<file path="config.mk">
export PLATFORM = sky130hd
export DESIGN_NAME = mem_port_arbiter
export DESIGN_NICKNAME = d
export VERILOG_FILES = /design/src/rtl/mem_port_arbiter.sv
export SDC_FILE = /design/constraint.sdc
export NUM_CORES = 1
export LEC_CHECK = 0
export CAP_MARGIN = 20
export CORE_AREA = 2 2 110 112
export DETAILED_ROUTE_END_ITERATION = 8
export DIE_AREA = 0 0 112 114
export PLACE_DENSITY_LB_ADDON = 0.05
export SYNTH_ARGS = -nofsm -noshare
export SYNTH_HDL_FRONTEND = slang
export SYNTH_SLANG_ARGS = --single-unit
</file>
<file path="constraint.sdc">
create_clock -name clk_i -period 2.4 [get_ports clk_i]
set_input_delay 0.48 -clock clk_i [delete_from_list [all_inputs] [get_ports clk_i]]
set_output_delay 0.48 -clock clk_i [all_outputs]
set_load 0.05 [all_outputs]
</file>
<file path="src/rtl/mem_port_arbiter.sv">
`default_nettype none
// ============================================================================
// Module   : mem_port_arbiter
// Purpose  : Shares one memory request/response port between instruction fetch
//            and load/store; in-order responses are routed by an owner-tag FIFO.
// Revision : 1.0 - initial release
// ============================================================================
module mem_port_arbiter #(
    parameter int unsigned C_OUTST_X      = 2,
    parameter int unsigned C_STARVE_LIMIT = 3
) (
    input  logic        clk_i,
    input  logic        resetb_i,
    input  logic        clk_en_i,

    output logic        ireqready_o,
    input  logic        ireqvalid_i,
    input  logic [1:0]  ireqhpl_i,
    input  logic [31:0] ireqaddr_i,

    input  logic        irspready_i,
    output logic        irspvalid_o,
    output logic        irsprerr_o,
    output logic [31:0] irspdata_o,

    output logic        dreqready_o,
    input  logic        dreqvalid_i,
    input  logic [1:0]  dreqsize_i,
    input  logic        dreqdvalid_i,
    input  logic [1:0]  dreqhpl_i,
    input  logic [31:0] dreqaddr_i,
    input  logic [31:0] dreqdata_i,

    input  logic        drspready_i,
    output logic        drspvalid_o,
    output logic        drsprerr_o,
    output logic        drspwerr_o,
    output logic [31:0] drspdata_o,

    input  logic        mreqready_i,
    output logic        mreqvalid_o,
    output logic [1:0]  mreqsize_o,
    output logic        mreqdvalid_o,
    output logic [1:0]  mreqhpl_o,
    output logic [31:0] mreqaddr_o,
    output logic [31:0] mreqdata_o,

    output logic        mrspready_o,
    input  logic        mrspvalid_i,
    input  logic        mrsprerr_i,
    input  logic        mrspwerr_i,
    input  logic [31:0] mrspdata_i
);

    localparam int unsigned        C_DEPTH    = 1 << C_OUTST_X;
    localparam int unsigned        C_SW       = $clog2(C_STARVE_LIMIT + 1);
    localparam logic [C_SW-1:0]    C_LIMIT    = C_STARVE_LIMIT[C_SW-1:0];
    localparam logic               C_OWN_INSTR = 1'b0;
    localparam logic               C_OWN_DATA  = 1'b1;
    localparam logic [1:0]         C_WORD_SIZE = 2'b10;

    logic                  r_lock;
    logic                  r_owner;
    logic [C_SW-1:0]       r_starve_cnt;
    logic [C_OUTST_X-1:0]  r_wr_ptr;
    logic [C_OUTST_X-1:0]  r_rd_ptr;
    logic [C_OUTST_X:0]    r_count;
    logic                  r_tag_mem [0:C_DEPTH-1];

    logic w_run;
    logic w_owner;
    logic w_owner_valid;
    logic w_full;
    logic w_empty;
    logic w_mreq_valid;
    logic w_owner_ready;
    logic w_mreq_fire;
    logic w_ifire;
    logic w_dfire;
    logic w_head;
    logic w_rsp_ready;
    logic w_rsp_fire;

    // Nothing handshakes while held in reset or with the clock enable low.
    assign w_run = clk_en_i & resetb_i;

    // A stalled request keeps its owner so the memory side sees a stable request.
    always_comb begin
        w_owner = r_owner;
        if (!r_lock) begin
            if (dreqvalid_i && ireqvalid_i) begin
                w_owner = (r_starve_cnt == C_LIMIT) ? C_OWN_INSTR : C_OWN_DATA;
            end else if (dreqvalid_i) begin
                w_owner = C_OWN_DATA;
            end else begin
                w_owner = C_OWN_INSTR;
            end
        end
    end

    assign w_full        = r_count[C_OUTST_X];
    assign w_empty       = (r_count == '0);
    assign w_owner_valid = (w_owner == C_OWN_DATA) ? dreqvalid_i : ireqvalid_i;
    assign w_mreq_valid  = w_run & w_owner_valid & ~w_full;
    assign w_owner_ready = w_run & mreqready_i & ~w_full;
    assign w_mreq_fire   = w_mreq_valid & mreqready_i;
    assign w_ifire       = w_mreq_fire & (w_owner == C_OWN_INSTR);
    assign w_dfire       = w_mreq_fire & (w_owner == C_OWN_DATA);

    assign w_head        = r_tag_mem[r_rd_ptr];
    assign w_rsp_ready   = w_run & ~w_empty & (w_head ? drspready_i : irspready_i);
    assign w_rsp_fire    = w_rsp_ready & mrspvalid_i;

    assign ireqready_o   = w_owner_ready & (w_owner == C_OWN_INSTR);
    assign dreqready_o   = w_owner_ready & (w_owner == C_OWN_DATA);
    assign mreqvalid_o   = w_mreq_valid;

    always_comb begin
        mreqsize_o   = 2'b00;
        mreqdvalid_o = 1'b0;
        mreqhpl_o    = 2'b00;
        mreqaddr_o   = 32'h0;
        mreqdata_o   = 32'h0;
        if (resetb_i) begin
            if (w_owner == C_OWN_DATA) begin
                mreqsize_o   = dreqsize_i;
                mreqdvalid_o = dreqdvalid_i;
                mreqhpl_o    = dreqhpl_i;
                mreqaddr_o   = dreqaddr_i;
                mreqdata_o   = dreqdata_i;
            end else begin
                mreqsize_o   = C_WORD_SIZE;
                mreqhpl_o    = ireqhpl_i;
                mreqaddr_o   = ireqaddr_i;
            end
        end
    end

    assign mrspready_o = w_rsp_ready;
    assign irspvalid_o = w_run & mrspvalid_i & ~w_empty & ~w_head;
    assign drspvalid_o = w_run & mrspvalid_i & ~w_empty & w_head;
    assign irsprerr_o  = resetb_i & mrsprerr_i;
    assign drsprerr_o  = resetb_i & mrsprerr_i;
    assign drspwerr_o  = resetb_i & mrspwerr_i;
    assign irspdata_o  = resetb_i ? mrspdata_i : 32'h0;
    assign drspdata_o  = resetb_i ? mrspdata_i : 32'h0;

    always_ff @(posedge clk_i or negedge resetb_i) begin
        if (!resetb_i) begin
            r_lock  <= 1'b0;
            r_owner <= C_OWN_INSTR;
        end else if (clk_en_i) begin
            r_lock  <= w_mreq_valid & ~mreqready_i;
            r_owner <= w_owner;
        end
    end

    // Counts data grants taken while an instruction fetch is left waiting.
    always_ff @(posedge clk_i or negedge resetb_i) begin
        if (!resetb_i) begin
            r_starve_cnt <= '0;
        end else if (clk_en_i) begin
            if (!ireqvalid_i || w_ifire) begin
                r_starve_cnt <= '0;
            end else if (w_dfire && (r_starve_cnt != C_LIMIT)) begin
                r_starve_cnt <= r_starve_cnt + 1'b1;
            end
        end
    end

    always_ff @(posedge clk_i or negedge resetb_i) begin
        if (!resetb_i) begin
            r_wr_ptr <= '0;
            r_rd_ptr <= '0;
            r_count  <= '0;
        end else begin
            if (w_mreq_fire) begin
                r_wr_ptr <= r_wr_ptr + 1'b1;
            end
            if (w_rsp_fire) begin
                r_rd_ptr <= r_rd_ptr + 1'b1;
            end
            if (w_mreq_fire && !w_rsp_fire) begin
                r_count <= r_count + 1'b1;
            end else if (w_rsp_fire && !w_mreq_fire) begin
                r_count <= r_count - 1'b1;
            end
        end
    end

    // Tag storage needs no reset: entries are only read while the count covers them.
    always_ff @(posedge clk_i) begin
        if (w_mreq_fire) begin
            r_tag_mem[r_wr_ptr] <= w_owner;
        end
    end

endmodule
`default_nettype wire

</file>
======== After elaboration in Yosys (flattened, before gate mapping) ========
Memories as Yosys holds them, arrays and structs flattened.
Cells that the tools add are included.
W data, S select, Z words.
word-level totals
  bits in registers ....................... 11
  memory bits (writable) .................. 4
  word-level logic and storage cells ...... 74
  memories kept ........................... 1
memory list
  memory     depth  width  read ports  clocked after Yosys merged registers in  wr ports  line  text
  r_tag_mem  4      1      1           0                                        1         68    logic r_tag_mem [0:C_DEPTH-1];
cells by class
  add/sub/neg operators ................... 5
  equal/unequal tests ..................... 2
  multiplexer cells ....................... 23
  bitwise operators ....................... 25
  reductions and logical operators ........ 12
operators by type and width
  kind                   number
  $mux W32               5
  $and A1 B1 Y1          20
  $mux W2                6
  $mux W1                10
  $add A2 B1 Y2 const B  3
  $mux W3                2
  $not A1 Y1             5
  $logic_and A1 B1 Y1    4
  $reduce_bool A2 Y1     2
  $add A3 B1 Y3 const B  1
  $logic_not A1 Y1       3
  $logic_not A3 Y1       1
  $sub A3 B1 Y3 const B  1
  $eq A2 B2 Y1 const B   1
  $ne A2 B2 Y1 const B   1
  $reduce_and A2 Y1      1
  $logic_or A1 B1 Y1     1

======== Logic depth before layout (Yosys ltp) ========
  depth after elaboration ................. 12
  gate-level depth with buffers ........... 10
  mapped depth without buffers ............ 10

======== Worst setup path before layout ========
No wires, ideal clock.
  path type ............................... reg2out
  start ................................... register r_starve_cnt[0]
  end ..................................... output mreqaddr_o[17]
  arrival ................................. 2526 ps
  path slack .............................. -606 ps
  stages on the path, launching flop included .. 8
  cells stage by stage .................... dfrtp_1 ha_1 and2_1 o21a_1 clkinv_1 clkbuf_1 nand2_1 a21boi_0
between the ends
  longest elaborated chain between the ends .. 6
ends and longest elaborated chain
  what                      line  text
  start: declaration        64    logic [C_SW-1:0] r_starve_cnt;
  start signal: assignment  166   r_starve_cnt <= r_starve_cnt + 1'b1;
  $eq A2 B2 Y1              92    w_owner = (r_starve_cnt == C_LIMIT) ? C_OWN_INSTR : C_OWN_DATA;
  $mux W1                   92
  $mux W1                   91    if (dreqvalid_i && ireqvalid_i) begin
  $mux W1                   90    if (!r_lock) begin
  $mux W32                  125   if (w_owner == C_OWN_DATA) begin
  $mux W32                  124   if (resetb_i) begin
  end: declaration          45    output logic [31:0] mreqaddr_o,
No other way between the ends.

======== Worst setup path in the final report ========
  start ................................... register r_starve_cnt[0]
  end ..................................... output mreqaddr_o[18]
Same word-level chain as after synthesis.

==> flow_metrics.tcl <==
set metrics [dict create \
    status "finished with violations" \
    violations "setup timing" \
    drv_cap 0 \
    cts_tree "yes" \
    slowest_delay_ns 0.38 \
    start_kind "register" \
    fmax_mhz 412.3 \
    synth_xor_area_share_pct 1.988 \
    drtAntennaViolNets 0 \
    io_buffers 287 \
    grt_pass1_wl_mm 17.55 \
    slowest_stage "dfrtp_1" \
    place_congestion 0.7880 \
    synth_compound_area_share_pct 16.24 \
    grt_pass1_vias 3208 \
    power.density_nw_per_um2 462.8 \
    die_x_um 112 \
    hold_buffers 0 \
    synth_cell_type_count 35 \
    wl_per_cell_um 16.87 \
    worstSetupPathType "register to output pin" \
    setup_slack_ns -0.02551 \
    cp.required_ns 1.92 \
    worstMarginPinSlew_ns 0.5859 \
    avgViaCountPerCell 4.344 \
    gr-total-overflow 0 \
    path_buf_inv 4 \
    path_cells "ha_2 -> and2_4 -> o21a_4 -> inv_4 -> buf_12 -> clkbuf_16 -> nand2_2 -> a21boi_2 -> buf_6" \
    yosysWarnings 0 \
    slew_viol_final 0 \
    dp_slack_ns -0.1263 \
    synth.area.mux_share_pct 3.748 \
    synth_top_family_by_area "simple AND/OR/NAND/NOR gates" \
    final_area_um2 6583 \
    skew_ns 0.001445 \
    synth_area_um2 2203 \
    vias 3171 \
    critPathTopFamily "buffers and inverters" \
    grt_max_degree 66 \
    finalCritPeriodShare_pct 101.1 \
    antenna_found_initial 0 \
    grt_use_total_pct 17.24 \
    first_pass_iters 4 \
    dieArea_um2 12770 \
    synth_fa_ha_area_share_pct 4.316 \
    fp-row-count 40 \
    coreArea_um2 11710 \
    synthSimpleGateAreaFrac_pct 38.84 \
    cts.clk_slew.worst_paths_ns 0.05 \
    cts_made_buffers 3 \
    avgSynthCellArea_um2 7.108 \
    finalCriticalPeriod_ns 2.426 \
    clockRootBuffer "clkbuf_16" \
    cp.arrival_ns 1.95 \
    ys_seq_elements 15 \
    route.final.wire_length_mm 12.31 \
    pin_count 288 \
    syn-num-nets 463 \
    hold_violations 0 \
    htree_levels 1 \
    drive_gt1_share_pct 44.77 \
    min_path_type "input port to async pin" \
    cts.sinks 15 \
    cp_max_fo 6 \
    final-setup-viol-count 2 \
    place_area_um2 5853 \
    area_delta_synth_final_pct 198.8 \
    syn_inst 310 \
    drt_iter0_drc 95 \
    drc 0 \
    hpwlAfterDp_mm 9.719 \
    end_kind "output pin" \
    p_leak_nw 2.945 \
    ys_seq_area_share_pct 17.94 \
    initial_core_util_pct 18.81 \
    die_h_um 114 \
    peakVddDrop_v 0.0002502 \
    diodes 0 \
    cts_buffer_depth 2 \
    fin_nets 737 \
    max_slew_margin_pct 60.94 \
    clkLatencyLatePin_ns 0.24 \
    rsz0062_at_grt "true" \
]
registers in the layout, indices dropped and copies added, names as in the netlist:
name	flops
r_tag_mem	4
r_count	3
r_rd_ptr	2
r_starve_cnt	2
r_wr_ptr	2
r_lock	1
r_owner	1
synthesized netlist by cell type, drive strengths merged:
cell | count | area share, %
and3 | 34 | 9.7
nand3 | 2 | 0.45
fa | 1 | 0.91
nor2 | 7 | 1.2
nand2 | 73 | 12
or3 | 2 | 0.80
nor3 | 1 | 0.45
ha | 6 | 3.4
o311ai | 2 | 1.5
nand4b | 1 | 0.68
or2 | 1 | 0.28
dfrtp | 11 | 12
nor3b | 2 | 0.68
a21boi | 34 | 12
edfxtp | 4 | 5.5
and2 | 39 | 11
o21bai | 1 | 0.85
o21ai | 2 | 0.45
buf | 40 | 13
clkinv | 1 | 0.17
mux2i | 6 | 2.7
xor2 | 3 | 1.2
inv | 8 | 1.4
nand2b | 2 | 0.57
mux2 | 2 | 1.0
xnor2 | 2 | 0.80
clkbuf | 15 | 2.6
o21a | 2 | 0.68
o31ai | 1 | 0.34
a22o | 1 | 0.40
nor4 | 1 | 0.28
a21oi | 2 | 0.45
nand4 | 1 | 0.28
cell families after synthesis:
kind of cell,count (synthesis)
AOI/OAI and AO/OA,45
xor gates and xnor gates,5
adders and majority gates,7
buffers and inverters,64
DFF,15
muxes,8
and+or+nand+nor,166
power by group:
group / internal, mW / switching [mW] / leakage, nW / total [mW]
Sequential: 0.341 / 0.0786 / 0.171 / 0.419
Clock: 0.222 / 0.101 / 0.0409 / 0.323
Combinational: 1.12 / 1.18 / 2.73 / 2.30
Total: 1.68 / 1.36 / 2.94 / 3.05
per-stage QoR:
step | cells | hold slack [ns] | TNS, ns | power [mW] | util [%]
2_1_floorplan | 310 | 0.1844 | 0 | 1.533 | -
3_3_place_gp | 714 | 0.4998 | -3.459 | 2.413 | 49.98
3_5_place_dp | 714 | 0.5089 | -4.497 | 2.435 | 49.98
4_1_cts | 725 | 0.4502 | -0.006598 | 2.956 | 54.26
5_1_grt | 730 | 0.4922 | -1.812 | 3.198 | 56.21
6_report | 730 | 0.4138 | -0.02582 | 3.047 | 56.21
timing repair:
| item | in CTS | in global routing |
|---|---|---|
| resized for setup | 84 | 42 |
| setup buffers | 4 | 3 |
| pin swaps | 10 | 31 |
| setup endpoints to repair | 68 | 36 |
| cloned | 3 | 2 |
routing by layer:
layer  global-route usage (%)  vias to the layer above  wire (um)
li1                         -                     1539          -
met1                    19.10                     1478       4506
met2                    34.55                      148       6876
met3                    3.826                        6        840
met4                    1.870                        0         89
met5                        0                        -          0
path summary, 6_finish.rpt:
check,start,to,slack (ns),depth (start not counted)
max,r_starve_cnt[0]$_DFFE_PN0P_,mreqaddr_o[18],-0.03,9
min,resetb_i,r_count[0]$_DFFE_PN0P_,0.41,2
max reg2reg,r_rd_ptr[1]$_DFFE_PN0P_,r_count[2]$_DFFE_PN0P_,0.05,10
min reg2reg,r_rd_ptr[0]$_DFFE_PN0P_,r_rd_ptr[0]$_DFFE_PN0P_,0.53,1
max in group asynchronous,resetb_i,r_wr_ptr[0]$_DFFE_PN0P_,1.60,2
min in group clk_i,r_rd_ptr[0]$_DFFE_PN0P_,r_rd_ptr[0]$_DFFE_PN0P_,0.53,1
cell type report:
type / instances / area [um2]
fillers: 1003 / 5129
repair buffers: 324 / 4136
multi-input cells: 231 / 1750
flip-flops and latches: 15 / 395.4
well taps: 147 / 183.9
clock buffers: 3 / 75.07
inverters: 9 / 36.28
clock inverters: 1 / 5.005
cell usage in the layout, fill, tap and decap left out, types with 4 or more instances in the layout:
cell,instances
buf_6,68
clkdlybuf4s50_1,142
a21boi_2,34
nand2_1,54
clkbuf_16,5
ha_1,4
buf_12,78
nor2_1,6
dfrtp_1,11
inv_1,8
and2_1,38
buf_4,25
and3_4,4
edfxtp_1,4
nand2_4,16
and3_1,30
Note: power is estimated with default switching activity, not from simulation.
